<file path="src/rtl/ahb_slave_interface_if.sv">
// -----------------------------------------------------------------------------
// ahb_slave_interface_if
//
// Purpose: groups the AHB-side and APB-controller-side signals of the
// AHB-to-APB bridge front end so they can be passed as a single port.
//
// Signals:
//   hwrite       AHB transfer direction (1 = write)
//   hready_in    AHB HREADY seen by the slave
//   htrans       AHB transfer type (IDLE 00, BUSY 01, NONSEQ 10, SEQ 11)
//   haddr        AHB address
//   hwdata       AHB write data
//   prdata       APB read data from the selected peripheral
//   hr_readyout  ready from the APB controller
//   valid        qualified, mapped transfer in the current address phase
//   haddr1/2     haddr delayed by one / two captures
//   hwdata1/2    hwdata delayed by one / two captures
//   hwrite_reg/1 hwrite delayed by one / two captures
//   temp_selx    one-hot peripheral select
//   hrdata       read data returned to the master
//   hresp        AHB response (0 OKAY, 1 ERROR)
//   hready_out   HREADYOUT to the master
//
// Modports:
//   slave  - view used by the bridge front end
//   master - view used by whatever drives the bus (master + APB controller)
// -----------------------------------------------------------------------------
interface ahb_slave_interface_if;

    logic        hwrite;
    logic        hready_in;
    logic [1:0]  htrans;
    logic [31:0] haddr;
    logic [31:0] hwdata;
    logic [31:0] prdata;
    logic        hr_readyout;

    logic        valid;
    logic [31:0] haddr1;
    logic [31:0] haddr2;
    logic [31:0] hwdata1;
    logic [31:0] hwdata2;
    logic        hwrite_reg;
    logic        hwrite_reg1;
    logic [2:0]  temp_selx;
    logic [31:0] hrdata;
    logic        hresp;
    logic        hready_out;

    modport slave (
        input  hwrite,
        input  hready_in,
        input  htrans,
        input  haddr,
        input  hwdata,
        input  prdata,
        input  hr_readyout,
        output valid,
        output haddr1,
        output haddr2,
        output hwdata1,
        output hwdata2,
        output hwrite_reg,
        output hwrite_reg1,
        output temp_selx,
        output hrdata,
        output hresp,
        output hready_out
    );

    modport master (
        output hwrite,
        output hready_in,
        output htrans,
        output haddr,
        output hwdata,
        output prdata,
        output hr_readyout,
        input  valid,
        input  haddr1,
        input  haddr2,
        input  hwdata1,
        input  hwdata2,
        input  hwrite_reg,
        input  hwrite_reg1,
        input  temp_selx,
        input  hrdata,
        input  hresp,
        input  hready_out
    );

endinterface

</file>
<file path="src/rtl/ahb_slave_interface.sv">
// -----------------------------------------------------------------------------
// ahb_slave_interface
//
// Purpose: AHB-facing front end of the AHB-to-APB bridge. Decodes the current
// address phase to a one-hot APB peripheral select, qualifies mapped transfers
// with 'valid', keeps one- and two-capture-delayed copies of address, write
// data and direction for the APB controller's pipelined writes, passes read
// data straight through, and issues the two-cycle AHB ERROR response for
// unmapped accesses.
//
// Ports:
//   hclk    in  bridge clock, all state updates on the rising edge
//   hreset  in  synchronous active-high reset
//   bus     slave modport of ahb_slave_interface_if (see that file)
//
// Address map:
//   0x8000_0000 - 0x83FF_FFFF -> 3'b001
//   0x8400_0000 - 0x87FF_FFFF -> 3'b010
//   0x8800_0000 - 0x8BFF_FFFF -> 3'b100
//   anything else             -> 3'b000 (unmapped)
// -----------------------------------------------------------------------------
module ahb_slave_interface (
    input  logic                  hclk,
    input  logic                  hreset,
    ahb_slave_interface_if.slave  bus
);

    // Response FSM: OKAY while no error is in progress, ERR1/ERR2 are the two
    // cycles of the AHB ERROR response. 2'b11 is unused and treated as OKAY.
    typedef enum logic [1:0] {
        ST_OKAY = 2'b00,
        ST_ERR1 = 2'b01,
        ST_ERR2 = 2'b10
    } resp_state_e;

    resp_state_e state_q;
    resp_state_e state_d;

    logic [31:0] haddr1_q;
    logic [31:0] haddr1_d;
    logic [31:0] haddr2_q;
    logic [31:0] haddr2_d;
    logic [31:0] hwdata1_q;
    logic [31:0] hwdata1_d;
    logic [31:0] hwdata2_q;
    logic [31:0] hwdata2_d;
    logic        hwrite1_q;
    logic        hwrite1_d;
    logic        hwrite2_q;
    logic        hwrite2_d;

    logic [2:0]  sel_s;
    logic        mapped_s;
    logic        active_s;
    logic        valid_s;
    logic        hresp_s;
    logic        hready_out_s;

    // Address decode against the fixed peripheral windows.
    function automatic logic [2:0] decode_sel(input logic [31:0] addr);
        logic [2:0] sel;
        if ((addr >= 32'h8000_0000) && (addr <= 32'h83FF_FFFF)) begin
            sel = 3'b001;
        end else if ((addr >= 32'h8400_0000) && (addr <= 32'h87FF_FFFF)) begin
            sel = 3'b010;
        end else if ((addr >= 32'h8800_0000) && (addr <= 32'h8BFF_FFFF)) begin
            sel = 3'b100;
        end else begin
            sel = 3'b000;
        end
        return sel;
    endfunction

    // Address-phase qualification: decode, active transfer detect, valid.
    always_comb begin
        sel_s    = decode_sel(bus.haddr);
        mapped_s = (sel_s != 3'b000);
        // NONSEQ or SEQ only; IDLE/BUSY never start a transfer or an error.
        active_s = bus.hready_in & ((bus.htrans == 2'b10) || (bus.htrans == 2'b11));
        // A mapped transfer seen during ERR2 is cancelled by the master, so
        // it must not be forwarded.
        if (state_q == ST_OKAY) begin
            valid_s = active_s & mapped_s;
        end else begin
            valid_s = 1'b0;
        end
    end

    // Response FSM next-state logic.
    always_comb begin
        state_d = state_q;
        case (state_q)
            ST_OKAY: begin
                if (active_s && !mapped_s) begin
                    state_d = ST_ERR1;
                end else begin
                    state_d = ST_OKAY;
                end
            end
            // Master is held off in ERR1, so nothing is sampled here.
            ST_ERR1: begin
                state_d = ST_ERR2;
            end
            // Back-to-back unmapped transfer restarts the error with no
            // intervening OKAY cycle.
            ST_ERR2: begin
                if (active_s && !mapped_s) begin
                    state_d = ST_ERR1;
                end else begin
                    state_d = ST_OKAY;
                end
            end
            default: begin
                state_d = ST_OKAY;
            end
        endcase
    end

    // Response outputs decoded from the state register only.
    always_comb begin
        hresp_s      = 1'b0;
        hready_out_s = bus.hr_readyout;
        case (state_q)
            ST_OKAY: begin
                hresp_s      = 1'b0;
                hready_out_s = bus.hr_readyout;
            end
            ST_ERR1: begin
                hresp_s      = 1'b1;
                hready_out_s = 1'b0;
            end
            ST_ERR2: begin
                hresp_s      = 1'b1;
                hready_out_s = 1'b1;
            end
            default: begin
                hresp_s      = 1'b0;
                hready_out_s = bus.hr_readyout;
            end
        endcase
    end

    // Pipeline next-state: shift on hready_in, hold while stalled.
    always_comb begin
        haddr1_d  = haddr1_q;
        haddr2_d  = haddr2_q;
        hwdata1_d = hwdata1_q;
        hwdata2_d = hwdata2_q;
        hwrite1_d = hwrite1_q;
        hwrite2_d = hwrite2_q;
        if (bus.hready_in) begin
            haddr1_d  = bus.haddr;
            haddr2_d  = haddr1_q;
            hwdata1_d = bus.hwdata;
            hwdata2_d = hwdata1_q;
            hwrite1_d = bus.hwrite;
            hwrite2_d = hwrite1_q;
        end else begin
            haddr1_d  = haddr1_q;
            haddr2_d  = haddr2_q;
            hwdata1_d = hwdata1_q;
            hwdata2_d = hwdata2_q;
            hwrite1_d = hwrite1_q;
            hwrite2_d = hwrite2_q;
        end
    end

    // State and pipeline registers; reset overrides any capture or transition.
    always_ff @(posedge hclk) begin
        if (hreset) begin
            state_q   <= ST_OKAY;
            haddr1_q  <= 32'h0000_0000;
            haddr2_q  <= 32'h0000_0000;
            hwdata1_q <= 32'h0000_0000;
            hwdata2_q <= 32'h0000_0000;
            hwrite1_q <= 1'b0;
            hwrite2_q <= 1'b0;
        end else begin
            state_q   <= state_d;
            haddr1_q  <= haddr1_d;
            haddr2_q  <= haddr2_d;
            hwdata1_q <= hwdata1_d;
            hwdata2_q <= hwdata2_d;
            hwrite1_q <= hwrite1_d;
            hwrite2_q <= hwrite2_d;
        end
    end

    assign bus.valid       = valid_s;
    assign bus.temp_selx   = sel_s;
    assign bus.haddr1      = haddr1_q;
    assign bus.haddr2      = haddr2_q;
    assign bus.hwdata1     = hwdata1_q;
    assign bus.hwdata2     = hwdata2_q;
    assign bus.hwrite_reg  = hwrite1_q;
    assign bus.hwrite_reg1 = hwrite2_q;
    assign bus.hrdata      = bus.prdata;
    assign bus.hresp       = hresp_s;
    assign bus.hready_out  = hready_out_s;

endmodule

</file>
<file path="src/flat_wrapper.sv">
// flat-port wrapper written by rule: the top's interface ports become plain ports
module ahb_slave_interface_flat 
  (hclk, hreset, bus_hwrite, bus_hready_in, bus_htrans, bus_haddr, bus_hwdata, bus_prdata, bus_hr_readyout, bus_valid, bus_haddr1, bus_haddr2, bus_hwdata1, bus_hwdata2, bus_hwrite_reg, bus_hwrite_reg1, bus_temp_selx, bus_hrdata, bus_hresp, bus_hready_out);
  ahb_slave_interface_if bus_i ();
  input  logic hclk;
  input  logic hreset;
  input wire logic [$bits(bus_i.hwrite)-1:0] bus_hwrite;
  input wire logic [$bits(bus_i.hready_in)-1:0] bus_hready_in;
  input wire logic [$bits(bus_i.htrans)-1:0] bus_htrans;
  input wire logic [$bits(bus_i.haddr)-1:0] bus_haddr;
  input wire logic [$bits(bus_i.hwdata)-1:0] bus_hwdata;
  input wire logic [$bits(bus_i.prdata)-1:0] bus_prdata;
  input wire logic [$bits(bus_i.hr_readyout)-1:0] bus_hr_readyout;
  output wire logic [$bits(bus_i.valid)-1:0] bus_valid;
  output wire logic [$bits(bus_i.haddr1)-1:0] bus_haddr1;
  output wire logic [$bits(bus_i.haddr2)-1:0] bus_haddr2;
  output wire logic [$bits(bus_i.hwdata1)-1:0] bus_hwdata1;
  output wire logic [$bits(bus_i.hwdata2)-1:0] bus_hwdata2;
  output wire logic [$bits(bus_i.hwrite_reg)-1:0] bus_hwrite_reg;
  output wire logic [$bits(bus_i.hwrite_reg1)-1:0] bus_hwrite_reg1;
  output wire logic [$bits(bus_i.temp_selx)-1:0] bus_temp_selx;
  output wire logic [$bits(bus_i.hrdata)-1:0] bus_hrdata;
  output wire logic [$bits(bus_i.hresp)-1:0] bus_hresp;
  output wire logic [$bits(bus_i.hready_out)-1:0] bus_hready_out;
  assign bus_i.hwrite = bus_hwrite;
  assign bus_i.hready_in = bus_hready_in;
  assign bus_i.htrans = bus_htrans;
  assign bus_i.haddr = bus_haddr;
  assign bus_i.hwdata = bus_hwdata;
  assign bus_i.prdata = bus_prdata;
  assign bus_i.hr_readyout = bus_hr_readyout;
  assign bus_valid = bus_i.valid;
  assign bus_haddr1 = bus_i.haddr1;
  assign bus_haddr2 = bus_i.haddr2;
  assign bus_hwdata1 = bus_i.hwdata1;
  assign bus_hwdata2 = bus_i.hwdata2;
  assign bus_hwrite_reg = bus_i.hwrite_reg;
  assign bus_hwrite_reg1 = bus_i.hwrite_reg1;
  assign bus_temp_selx = bus_i.temp_selx;
  assign bus_hrdata = bus_i.hrdata;
  assign bus_hresp = bus_i.hresp;
  assign bus_hready_out = bus_i.hready_out;
  ahb_slave_interface u_core (.hclk(hclk), .hreset(hreset), .bus(bus_i));
endmodule
</file>
<file path="config.mk">
export PLATFORM = sky130hd
export DESIGN_NAME = ahb_slave_interface_flat
export DESIGN_NICKNAME = d
export VERILOG_FILES = /design/src/rtl/ahb_slave_interface_if.sv /design/src/rtl/ahb_slave_interface.sv /design/src/flat_wrapper.sv
export SDC_FILE = /design/constraint.sdc
export NUM_CORES = 1
export LEC_CHECK = 0
export ABC_AREA = 1
export BUFFER_PORTS_ARGS = -buffer_cell sky130_fd_sc_hd__buf_2
export CELL_PAD_IN_SITES_DETAIL_PLACEMENT = 1
export CELL_PAD_IN_SITES_GLOBAL_PLACEMENT = 1
export CORE_MARGIN = 1
export CORE_UTILIZATION = 30
export CTS_BUF_LIST = sky130_fd_sc_hd__clkbuf_16
export DETAILED_ROUTE_END_ITERATION = 8
export GPL_TIMING_DRIVEN = 1
export PLACE_DENSITY_LB_ADDON = 0.1
export SYNTH_ARGS = -nofsm -noshare
export SYNTH_HDL_FRONTEND = slang
export SYNTH_SLANG_ARGS = --single-unit
export TNS_END_PERCENT = 50
</file>
<file path="constraint.sdc">
create_clock -name hclk -period 1.2 [get_ports hclk]
set_input_delay 0.18 -clock hclk [delete_from_list [all_inputs] [get_ports hclk]]
set_output_delay 0.18 -clock hclk [all_outputs]
set_load 0.02 [all_outputs]
</file>
==> impl_summary.log, run 1 <==
[metrics] DRC viols: 0
[metrics] Setup Crit Path Kind: flip-flop to output port
[metrics] power per unit of standard cell area: 1685 nW/um^2
[metrics] violated checks: setup timing
[metrics] number of non-filler instances in the completed layout: 1034
[metrics] Min Clock Period, post-route: roughly 1.7 ns
[metrics] startpoint class of the critical path: flip-flop
[metrics] Die Span Y: 129.9 um
[metrics] clock-pin transition on the worst setup and hold timing paths: 0.06 ns
[metrics] cell class contributing the biggest share of worst-path delay: flip-flops
[metrics] highest ir drop seen on vdd: between 0.9 and 1 mV
[metrics] Power, Total: 0.01152 W
[metrics] initial antenna violation count: 2
[metrics] fin crit share: 139.1%
[metrics] area overhead of the layout relative to synthesis: 39.29%
[metrics] area share of the largest cell type after synthesis: 53.85%
[metrics] fraction of the yosys area taken by sequential cells: 53.85%
[metrics] total instance count after detailed placement: 985
[metrics] port bufs: a little over 200
[metrics] ordered cell list for the critical path: inv_2, ha_4, mux2_4, buf_6
[metrics] number of optimization iterations in the first detailed-route pass: 4
[metrics] cell count after synthesis: 623
[metrics] Leak Pwr: 3.123 nW
[metrics] top cells by area, synth: sky130_fd_sc_hd__dfxtp_1 54%, sky130_fd_sc_hd__nand2_1 19%, sky130_fd_sc_hd__a21oi_1 13%
[metrics] register area: 2646 sq um
[metrics] final weighted congestion of routability-driven global placement: 0.7015
[metrics] worst path setup slack after routing: -0.4693 ns
[metrics] count of final max-slew check failures: 0
[metrics] Synth Net Count: ~730
[metrics] number of DRC markers in iteration 0: 163
[metrics] pre-CTS worst setup slack: -0.1604 ns
[metrics] clock group share of total power: between 40% and 50%
[metrics] number of filler instances in the final layout: 2012
[metrics] slew of the pin with the lowest slew margin: 0.2768 ns
[metrics] total core area: between 15000 and 20000 sq um
[metrics] total routed wirelength: around 14000 um
[metrics] CTS Root Cell: sky130_fd_sc_hd__clkbuf_16
[metrics] number of synthesized flops with an enable pin: 0
[metrics] wire length of the first global-routing pass: 22530 um
[metrics] average instance area after synthesis: a little under 8 sq um
[metrics] outcome: complete, but fails checks
[metrics] power dissipated by switching net loads: approximately 0.0028 W
[metrics] residual overflow from global routing: 0
[metrics] Synth Flop Type: sky130_fd_sc_hd__dfxtp_1
[metrics] drt wl/cell: 13.93 um
[metrics] dominant cell by count in the synthesized netlist: sky130_fd_sc_hd__nand2_1
[metrics] Inserted Clock Buffers: 17
[metrics] total of flip-flops plus latches after synthesis: about 130
[metrics] ports placed on the boundary: 271
[metrics] total via count after detailed routing: 4624
[metrics] max-cap check violation count: 0
[metrics] ranking of synthesized cells by instance count: 254 x sky130_fd_sc_hd__nand2_1, 132 x sky130_fd_sc_hd__dfxtp_1, 128 x sky130_fd_sc_hd__a21oi_1
[metrics] longest individual stage delay on the worst path: 0.34 ns
[metrics] source-to-sink clock delay at the later pin of the worst-skew pair: approximately 0.42 ns
[metrics] Critical Path RT: ~1.0 ns
[metrics] share of final-layout standard cells stronger than drive strength 1: between 30% and 40%
[metrics] sinks on the clock net: roughly 130
[metrics] setup repair after global routing missed its margin: yes
[metrics] maximum buffer depth of the clock tree: 2
[metrics] clock skew after layout: 0.007304 ns
[metrics] depth of the CTS H-tree: 4
[metrics] share of total power in sequential cells: 40.8%
[metrics] vias in the first global route: 4481
[metrics] largest net degree at the start of global routing: 48
[metrics] library cell contributing the largest single delay on the critical path: sky130_fd_sc_hd__dfxtp_2
[metrics] Die ar.: 16870 sq um
[metrics] most area-hungry cell type in the Yosys netlist: sky130_fd_sc_hd__dfxtp_1
[metrics] highest attainable clock frequency: 599.0 MHz
[metrics] Setup violations, final: 3
[metrics] Async SR Flop Fraction: 0%
[metrics] internal power of the cells: 0.008709 W
[metrics] effective utilization at floorplan: 30.78%
[metrics] x dimension of the die: 129.9 um
[metrics] Data arrival, critical path: roughly 1.5 ns
[metrics] Synth cell types: 18
[metrics] Tightest Hold Check Type: input port to flip-flop
[metrics] element type at the critical path end: output port
[metrics] Setup TNS Final: -0.9296 ns
[metrics] TritonCTS clock tree: built
[metrics] Netlist Area Pre-Place: between 4000 and 5000 sq um
[metrics] multi-input gate area in the final layout: 1805 sq um
[metrics] vias per cell: 4.472
[metrics] number of nets in the finished design: slightly above 900
[metrics] Buf/Inv on CP: 2
[metrics] DP Wirelength: 10110 um
[metrics] number of cell rows: 46
[metrics] Slew Limit Headroom: 81.55%
[metrics] combinational group share of total power: 10.5%
[metrics] final hold violations: 0
[metrics] post-route ant nets: 0
[metrics] switching power as a share of total power: 24.37%
[metrics] total routing resource utilization after global routing: 17.27%
[metrics] warnings from Yosys: 0
[metrics] maximum fanout along the worst path: 2
## layout by cell type, fill, tap and decap left out
cell type,n
sky130_fd_sc_hd__nor2_1,8
sky130_fd_sc_hd__dfxtp_2,3
sky130_fd_sc_hd__buf_2,199
sky130_fd_sc_hd__nand3b_1,1
sky130_fd_sc_hd__a211oi_1,4
sky130_fd_sc_hd__nand2_1,254
sky130_fd_sc_hd__clkinv_2,2
sky130_fd_sc_hd__a21oi_1,127
sky130_fd_sc_hd__nand3_2,2
sky130_fd_sc_hd__nor2_4,1
sky130_fd_sc_hd__inv_1,8
sky130_fd_sc_hd__clkinv_4,2
sky130_fd_sc_hd__ha_1,1
sky130_fd_sc_hd__nor4_2,1
sky130_fd_sc_hd__o2111ai_1,1
sky130_fd_sc_hd__dfxtp_1,129
sky130_fd_sc_hd__dlygate4sd3_1,14
sky130_fd_sc_hd__buf_6,1
sky130_fd_sc_hd__inv_6,1
sky130_fd_sc_hd__inv_2,2
sky130_fd_sc_hd__inv_4,1
sky130_fd_sc_hd__diode_2,1
sky130_fd_sc_hd__clkinv_1,2
sky130_fd_sc_hd__bufinv_16,5
sky130_fd_sc_hd__nor3_1,2
sky130_fd_sc_hd__clkbuf_16,17
sky130_fd_sc_hd__buf_4,14
sky130_fd_sc_hd__buf_12,9
sky130_fd_sc_hd__a21oi_2,1
sky130_fd_sc_hd__ha_4,2
sky130_fd_sc_hd__clkinvlp_4,2
sky130_fd_sc_hd__mux2_4,1
## worst min-delay path, stage by stage
cell and delay [ns]:
sky130_fd_sc_hd__buf_2 0.10, sky130_fd_sc_hd__nand2_1 0.05, sky130_fd_sc_hd__a21oi_1 0.05
## metrics by stage
stage | util (%) | hold slack [ns] | area, sq um
after detailed placement | 37.50 | 0.3601 | 5978
after global placement | 37.50 | 0.3601 | 5978
final | 42.87 | 0.01794 | 6835
after floorplan | - | 0.3272 | 4920
after CTS | 42.70 | 0.0001553 | 6808
after global routing | 42.86 | 0.008580 | 6833
## cell families after synthesis
family / share of synthesized area, %
AO/OA/AOI/OAI: 13.84
adder cells (fa/ha/maj): 0.7650
buffers and inverters: 10.50
flip-flops: 53.85
multiplexers: 0.2295
AND/OR/NAND/NOR: 20.81
## power groups by stage
stage	Sequential [W]	Clock [W]	Combinational, W
floorplan	0.00502	0	0.000603
global placement	0.00479	0	0.00115
detailed placement	0.00479	0	0.00117
CTS	0.00470	0.00575	0.00122
global route	0.00472	0.00597	0.00133
finish	0.00470	0.00561	0.00120
## repair_timing
item | in CTS | in global routing
gates resized for setup | 13 | 5
pin swaps | 1 | 0
endpoints found under the setup margin | 6 | 8
hold buffers | 14 | 0
gates cloned | 0 | 0
setup buffers | 1 | 1
hold endpoints to repair | 14 | 0
## layer usage
metal	share of wire, %	vias to the layer above	global-route usage, %
met5	0.056	-	0
met4	1.2	2	7.387
met3	7.6	18	6.724
met2	46	148	27.37
met1	45	2132	20.82
li1	-	2324	-
## area by class of cell
class,count,share of cell area (%)
Multi-Input combinational cell,406,26.41
Clock inverter,15,3.112
Inverter,10,0.5858
Clock buffer,17,6.224
Tap cell,216,3.954
Timing Repair Buffer,237,20.96
Sequential cell,132,38.71
Antenna cell,1,0.03661
## final timing paths
kind / from / end / slack (ns) / cells after the start
setup reg to reg: u_core.state_q[0]$_SDFF_PP0_ / u_core.state_q[0]$_SDFF_PP0_ / 0.13 / 7
hold / removal: bus_haddr[17] / u_core.bus.haddr1[17]$_SDFFE_PP0P_ / 0.02 / 3
setup / recovery: u_core.state_q[0]$_SDFF_PP0_ / bus_hready_out / -0.47 / 4
hold reg to reg: u_core.bus.haddr2[27]$_SDFFE_PP0P_ / u_core.bus.haddr2[27]$_SDFFE_PP0P_ / 0.46 / 2
(Power assumes the default switching activity.)
==> run 2: changes to the inputs <==
- CTS_BUF_LIST: sky130_fd_sc_hd__clkbuf_16 -> unset
==> impl_summary.log, run 2 (synthesized netlist as in run 1, its figures left out) <==
[metrics] final hold violations: 0
[metrics] number of cell rows: 46
[metrics] switching power as a share of total power: roughly a quarter
[metrics] total routed wirelength: 14370 um
[metrics] area overhead of the layout relative to synthesis: 39.50%
[metrics] cell class contributing the biggest share of worst-path delay: flip-flops
[metrics] most common cell after layout, fill and taps aside: sky130_fd_sc_hd__nand2_1
[metrics] total core area: 15940 sq um
[metrics] maximum buffer depth of the clock tree: 2
[metrics] startpoint class of the critical path: flip-flop
[metrics] ordered cell list for the critical path: inv_2, ha_4, mux2_4, buf_6
[metrics] Min Clock Period, post-route: 1.667 ns
[metrics] logic depth of the worst path, buffers included: 4
[metrics] share of total power in sequential cells: between 40 and 50%
[metrics] highest attainable clock frequency: 600.0 MHz
[metrics] internal power of the cells: between 0.008 and 0.009 W
[metrics] sinks on the clock net: around 130
[metrics] element type at the critical path end: output port
[metrics] vias in the first global route: 4466
[metrics] total via count after detailed routing: 4613
[metrics] Setup Crit Path Kind: flip-flop to output port
[metrics] post-route cell area: 6845 sq um
[metrics] longest individual stage delay on the worst path: ~0.33 ns
[metrics] post-route ant nets: 0
[metrics] total routing resource utilization after global routing: 17.08%
[metrics] initial antenna violation count: 2
[metrics] worst hold path stage count: 3
[metrics] depth of the CTS H-tree: 4
[metrics] highest ir drop seen on vdd: ~0.91 mV
[metrics] number of optimization iterations in the first detailed-route pass: 4
[metrics] fin crit share: 138.9%
[metrics] Die Span Y: around 130 um
[metrics] x dimension of the die: ~130 um
[metrics] worst path setup slack after routing: -0.4668 ns
[metrics] outcome: complete, but fails checks
[metrics] library cell contributing the largest single delay on the critical path: sky130_fd_sc_hd__dfxtp_2
[metrics] setup repair after global routing missed its margin: yes
[metrics] effective utilization at floorplan: roughly 30%
[metrics] number of DRC markers in iteration 0: between 150 and 200
[metrics] Data arrival, critical path: roughly 1.5 ns
[metrics] power dissipated by switching net loads: 0.002810 W
[metrics] Buf/Inv on CP: 2
[metrics] Leak Pwr: approximately 3.1 nW
[metrics] TritonCTS clock tree: built
[metrics] r2r worst-path depth: 7
[metrics] source-to-sink clock delay at the later pin of the worst-skew pair: approximately 0.41 ns
[metrics] pre-CTS worst setup slack: -0.1604 ns
[metrics] residual overflow from global routing: 0
[metrics] Die ar.: approximately 17000 sq um
[metrics] CTS Root Cell: sky130_fd_sc_hd__clkbuf_16
[metrics] drt wl/cell: around 14 um
[metrics] maximum fanout along the worst path: 2
[metrics] Setup violations, final: 3
[metrics] share of final-layout standard cells stronger than drive strength 1: 32.84%
[metrics] violated checks: setup timing
[metrics] count of final max-slew check failures: 0
[metrics] Critical Path RT: 1.02 ns
[metrics] port bufs: slightly above 200
[metrics] max-cap check violation count: 0
[metrics] slew of the pin with the lowest slew margin: between 0.2 and 0.3 ns
[metrics] clock-pin transition on the worst setup and hold timing paths: 0.06 ns
[metrics] ports placed on the boundary: 271
[metrics] DRC viols: 0
[metrics] clock group share of total power: around half
[metrics] vias per cell: ~4.5
[metrics] wire length of the first global-routing pass: 22380 um
[metrics] clock skew after layout: 0.006972 ns
[metrics] power per unit of standard cell area: 1702 nW/um^2
[metrics] combinational group share of total power: approximately a tenth
[metrics] Tightest Hold Check Type: input port to flip-flop
[metrics] Slew Limit Headroom: 81.84%
[metrics] Inserted Clock Buffers: 17
[metrics] largest net degree at the start of global routing: 48
[metrics] most frequent cells in the layout: 254 x sky130_fd_sc_hd__nand2_1, 199 x sky130_fd_sc_hd__buf_2, 129 x sky130_fd_sc_hd__dfxtp_1
[metrics] final weighted congestion of routability-driven global placement: 0.7015
[metrics] Cell Area, Placed: 5978 sq um
[metrics] DP Wirelength: slightly above 10000 um
[metrics] number of nets in the finished design: between 900 and 1000
[run 2: cell count changes in the layout (fill, tap and decap cells not counted), sizes merged]
| cell | delta |
|---|---|
| clkbuf | +3 |
| inv | -1 |
| dlygate4sd3 | -1 |
| clkinv | -2 |
[run 2: worst paths after layout]
check,start,end,slack (ns)
setup reg to reg,u_core.state_q[0]$_SDFF_PP0_,u_core.state_q[0]$_SDFF_PP0_,0.13
hold reg to reg,u_core.bus.haddr2[27]$_SDFFE_PP0P_,u_core.bus.haddr2[27]$_SDFFE_PP0P_,0.46
hold / removal,bus_hwrite,u_core.bus.hwrite_reg$_SDFFE_PP0P_,0.02
setup / recovery,u_core.state_q[0]$_SDFF_PP0_,bus_hready_out,-0.47
[run 2: through the flow]
step	hold slack, ns	TNS, ns	power, W	utilization [%]	instances
after floorplan	0.3272	-0.07483	0.005621	-	623
after global placement	0.3601	-0.1136	0.005933	37.50	985
after detailed placement	0.3601	-0.2057	0.005963	37.50	985
after CTS	0.0002346	-0.9887	0.01181	42.76	1031
after global routing	0.01298	-1.094	0.01214	42.92	1032
final	0.01969	-0.9222	0.01165	42.94	1033
[run 2: final cells by class]
cell class / instances / area, sq um
Tap cell: 216 / 270.3
Clock buffer: 20 / 456.7
Sequential cell: 132 / 2646
Clock inverter: 12 / 201.4
Inverter: 10 / 40.04
Antenna cell: 1 / 2.502
Multi-Input combinational cell: 406 / 1805
Timing Repair Buffer: 236 / 1423
Fill cell: 2011 / 9097
[run 2: metal layers]
layer / track usage [%] / wire (um) / up-vias
li1: - / - / 2322
met1: 20.80 / 6483 / 2128
met2: 27.15 / 6632 / 145
met3: 6.273 / 1068 / 16
met4: 7.182 / 177 / 2
met5: 0 / 8 / -
[run 2: worst register-to-register path, cell delays in order, from the launching register on]
cell and delay, ns:
sky130_fd_sc_hd__dfxtp_2 0.33, sky130_fd_sc_hd__inv_2 0.05, sky130_fd_sc_hd__buf_4 0.13, sky130_fd_sc_hd__ha_4 0.15
sky130_fd_sc_hd__nor2_1 0.12, sky130_fd_sc_hd__nor3_1 0.06, sky130_fd_sc_hd__nand2_1 0.08, sky130_fd_sc_hd__inv_1 0.04
[run 2: power groups by stage]
stage	combinational, W	clock, W	sequential (W)
2_1_floorplan	0.000603	0	0.00502
6_report	0.00120	0.00575	0.00470
3_5_place_dp	0.00117	0	0.00479
5_1_grt	0.00133	0.00609	0.00472
4_1_cts	0.00122	0.00588	0.00470
3_3_place_gp	0.00115	0	0.00479
[run 2: what timing repair did]
item,CTS,global route
hold buffers,13,0
pin swaps,1,0
buffers inserted,1,1
resized for setup,13,5
setup endpoints to repair,6,8
endpoints found under the hold margin,13,0
==> run 3: changes to the inputs <==
--- a/constraint.sdc
+++ b/constraint.sdc
@@ -3,2 +3,2 @@
 set_output_delay 0.18 -clock hclk [all_outputs]
-set_load 0.02 [all_outputs]
+set_load 0.1 [all_outputs]
==> impl_summary.log, run 3 (synthesized netlist as in run 1, its figures left out) <==
[metrics] share of final-layout standard cells stronger than drive strength 1: 48.97%
[metrics] Final Core Density: a little under three fifths
[metrics] DP Wirelength: 11670 um
[metrics] largest net degree at the start of global routing: 69
[metrics] Setup violations, final: 4
[metrics] switching power as a share of total power: 32.10%
[metrics] number of filler instances in the final layout: 1733
[metrics] violated checks: setup timing
[metrics] Slew Limit Headroom: 75.01%
[metrics] area overhead of the layout relative to synthesis: 84.01%
[metrics] Die ar.: 16870 sq um
[metrics] final weighted congestion of routability-driven global placement: approximately 0.79
[metrics] total routed wirelength: 16480 um
[metrics] library cell contributing the largest single delay on the critical path: sky130_fd_sc_hd__dfxtp_2
[metrics] total via count after detailed routing: between 4000 and 5000
[metrics] DRC viols: 0
[metrics] Inserted Clock Buffers: 17
[metrics] wire length of the first global-routing pass: about 26000 um
[metrics] Min Clock Period, post-route: 1.715 ns
[metrics] slew of the pin with the lowest slew margin: 0.3748 ns
[metrics] total core area: 15940 sq um
[metrics] sinks on the clock net: 132
[metrics] worst path setup slack after routing: -0.5149 ns
[metrics] highest ir drop seen on vdd: 1.016 mV
[metrics] residual overflow from global routing: 0
[metrics] CTS Root Cell: sky130_fd_sc_hd__clkbuf_16
[metrics] x dimension of the die: 129.9 um
[metrics] source-to-sink clock delay at the later pin of the worst-skew pair: approximately 0.41 ns
[metrics] startpoint class of the critical path: flip-flop
[metrics] r2r setup slk: roughly 0.08 ns
[metrics] post-route ant nets: 0
[metrics] Leak Pwr: 3.599 nW
[metrics] power per unit of standard cell area: 1393 nW/um^2
[metrics] setup repair after global routing missed its margin: yes
[metrics] effective utilization at floorplan: between 30% and 40%
[metrics] total routing resource utilization after global routing: 19.98%
[metrics] clock-pin transition on the worst setup and hold timing paths: 0.05 ns
[metrics] share of total power in sequential cells: between 30% and 40%
[metrics] Tightest Hold Check Type: input port to flip-flop
[metrics] ports placed on the boundary: 271
[metrics] power dissipated by switching net loads: 0.004037 W
[metrics] fin crit share: 142.9%
[metrics] most common cell after layout, fill and taps aside: sky130_fd_sc_hd__nand2_1
[metrics] number of optimization iterations in the first detailed-route pass: 4
[metrics] maximum fanout along the worst path: 2
[metrics] # diodes: 0
[metrics] combinational group share of total power: 24.3%
[metrics] Data arrival, critical path: 1.53 ns
[metrics] highest attainable clock frequency: 583.1 MHz
[metrics] Die Span Y: 129.9 um
[metrics] longest individual stage delay on the worst path: around 0.33 ns
[metrics] internal power of the cells: 0.008538 W
[metrics] port bufs: 205
[metrics] vias in the first global route: 5041
[metrics] ordered cell list for the critical path: inv_2, ha_4, mux2_4, buf_12
[metrics] final hold violations: 0
[metrics] max-cap check violation count: 0
[metrics] number of non-filler instances in the completed layout: approximately 1000
[metrics] outcome: complete, but fails checks
[metrics] number of DRC markers in iteration 0: 184
[metrics] clock group share of total power: 37.0%
[metrics] vias per cell: 4.621
[metrics] number of nets in the finished design: 919
[metrics] clock skew after layout: roughly 0.0065 ns
[metrics] Critical Path RT: 1.02 ns
[metrics] multi-input gate area in the final layout: 1849 sq um
[metrics] initial antenna violation count: 2
[metrics] TritonCTS clock tree: built
[metrics] depth of the CTS H-tree: 4
[metrics] register area: 2809 sq um
[metrics] number of cell rows: 46
[metrics] element type at the critical path end: output port
[metrics] most frequent cells in the layout: 254 x sky130_fd_sc_hd__nand2_1, 144 x sky130_fd_sc_hd__buf_12, 130 x sky130_fd_sc_hd__dfxtp_2
[metrics] drt wl/cell: 15.83 um
[metrics] count of final max-slew check failures: 0
[metrics] Setup Crit Path Kind: flip-flop to output port
[metrics] cell class contributing the biggest share of worst-path delay: flip-flops
[metrics] total instance count after detailed placement: ~1000
[metrics] Buf/Inv on CP: 2
[metrics] maximum buffer depth of the clock tree: 2
run 3: cell types whose count changed in the layout (fill, tap and decap cells not counted), sizes merged:
cell,previous run,this run
buf,223,230
clkbuf,20,26
bufinv,5,0
dlygate4sd3,13,16
clkinvlp,2,0
clkinv,4,5
diode,1,0
inv,11,10
run 3: metal layers:
layer	share of wire, %	GRT usage, %	vias to the layer above
met3	6.8	7.134	36
met4	2.1	8.140	4
li1	-	-	2342
met2	51	35.14	155
met1	40	21.84	2273
met5	0.16	0	-
run 3: area by class of cell:
cell class              instances  share of cell area, %
clock buffers                  26                  5.529
inverters                      10                 0.4434
flip-flops and latches        132                  31.11
well taps                     216                  2.993
clock inverters                 5                 0.2771
repair buffers                246                  39.17
multi-input cells             406                  20.48
run 3: per-stage QoR:
step | worst slack (ns) | hold slack, ns | power [W] | instance area (sq um) | setup TNS, ns
6_report | -0.5149 | 0.01563 | 0.01257 | 9030 | -1.158
4_1_cts | -0.5283 | 0.0001726 | 0.01271 | 8994 | -1.198
2_1_floorplan | -0.4796 | 0.3197 | 0.007221 | 5142 | -1.589
3_3_place_gp | -0.1723 | 0.3607 | 0.007904 | 8257 | -0.3212
3_5_place_dp | -0.1981 | 0.3607 | 0.007956 | 8257 | -0.5236
5_1_grt | -0.5532 | 0.003855 | 0.01304 | 9030 | -1.386
run 3: repair_timing:
| action | in CTS | in global routing |
|---|---|---|
| pin swaps | 3 | 1 |
| setup endpoints to repair | 8 | 11 |
| resized for setup | 15 | 9 |
| hold buffers | 15 | 1 |
| hold endpoints to repair | 15 | 1 |
| cloned | 0 | 0 |
| buffers inserted | 3 | 1 |
run 3: worst reg2reg max path, stage by stage, from the launching register on:
cell and delay, ns:
sky130_fd_sc_hd__dfxtp_2 0.33, sky130_fd_sc_hd__inv_2 0.05, sky130_fd_sc_hd__buf_4 0.12, sky130_fd_sc_hd__buf_4 0.12, sky130_fd_sc_hd__buf_4 0.12, sky130_fd_sc_hd__ha_2 0.15, sky130_fd_sc_hd__inv_1 0.06, sky130_fd_sc_hd__nor2_1 0.05
run 3: worst paths after layout:
kind | start | endpoint | cells past startpoint
min reg2reg | u_core.bus.haddr2[27]$_SDFFE_PP0P_ | u_core.bus.haddr2[27]$_SDFFE_PP0P_ | 2
max | u_core.state_q[0]$_SDFF_PP0_ | bus_hready_out | 4
min | bus_hwdata[11] | u_core.bus.hwdata1[11]$_SDFFE_PP0P_ | 3
max reg2reg | u_core.state_q[1]$_SDFF_PP0_ | u_core.state_q[1]$_SDFF_PP0_ | 7
run 3: power groups by stage:
stage          Clock (W)  Combinational (W)  Sequential [W]
2_1_floorplan          0            0.00102         0.00620
3_3_place_gp           0            0.00296         0.00494
3_5_place_dp           0            0.00300         0.00495
4_1_cts          0.00478            0.00307         0.00486
5_1_grt          0.00498            0.00318         0.00489
6_report         0.00466            0.00306         0.00486
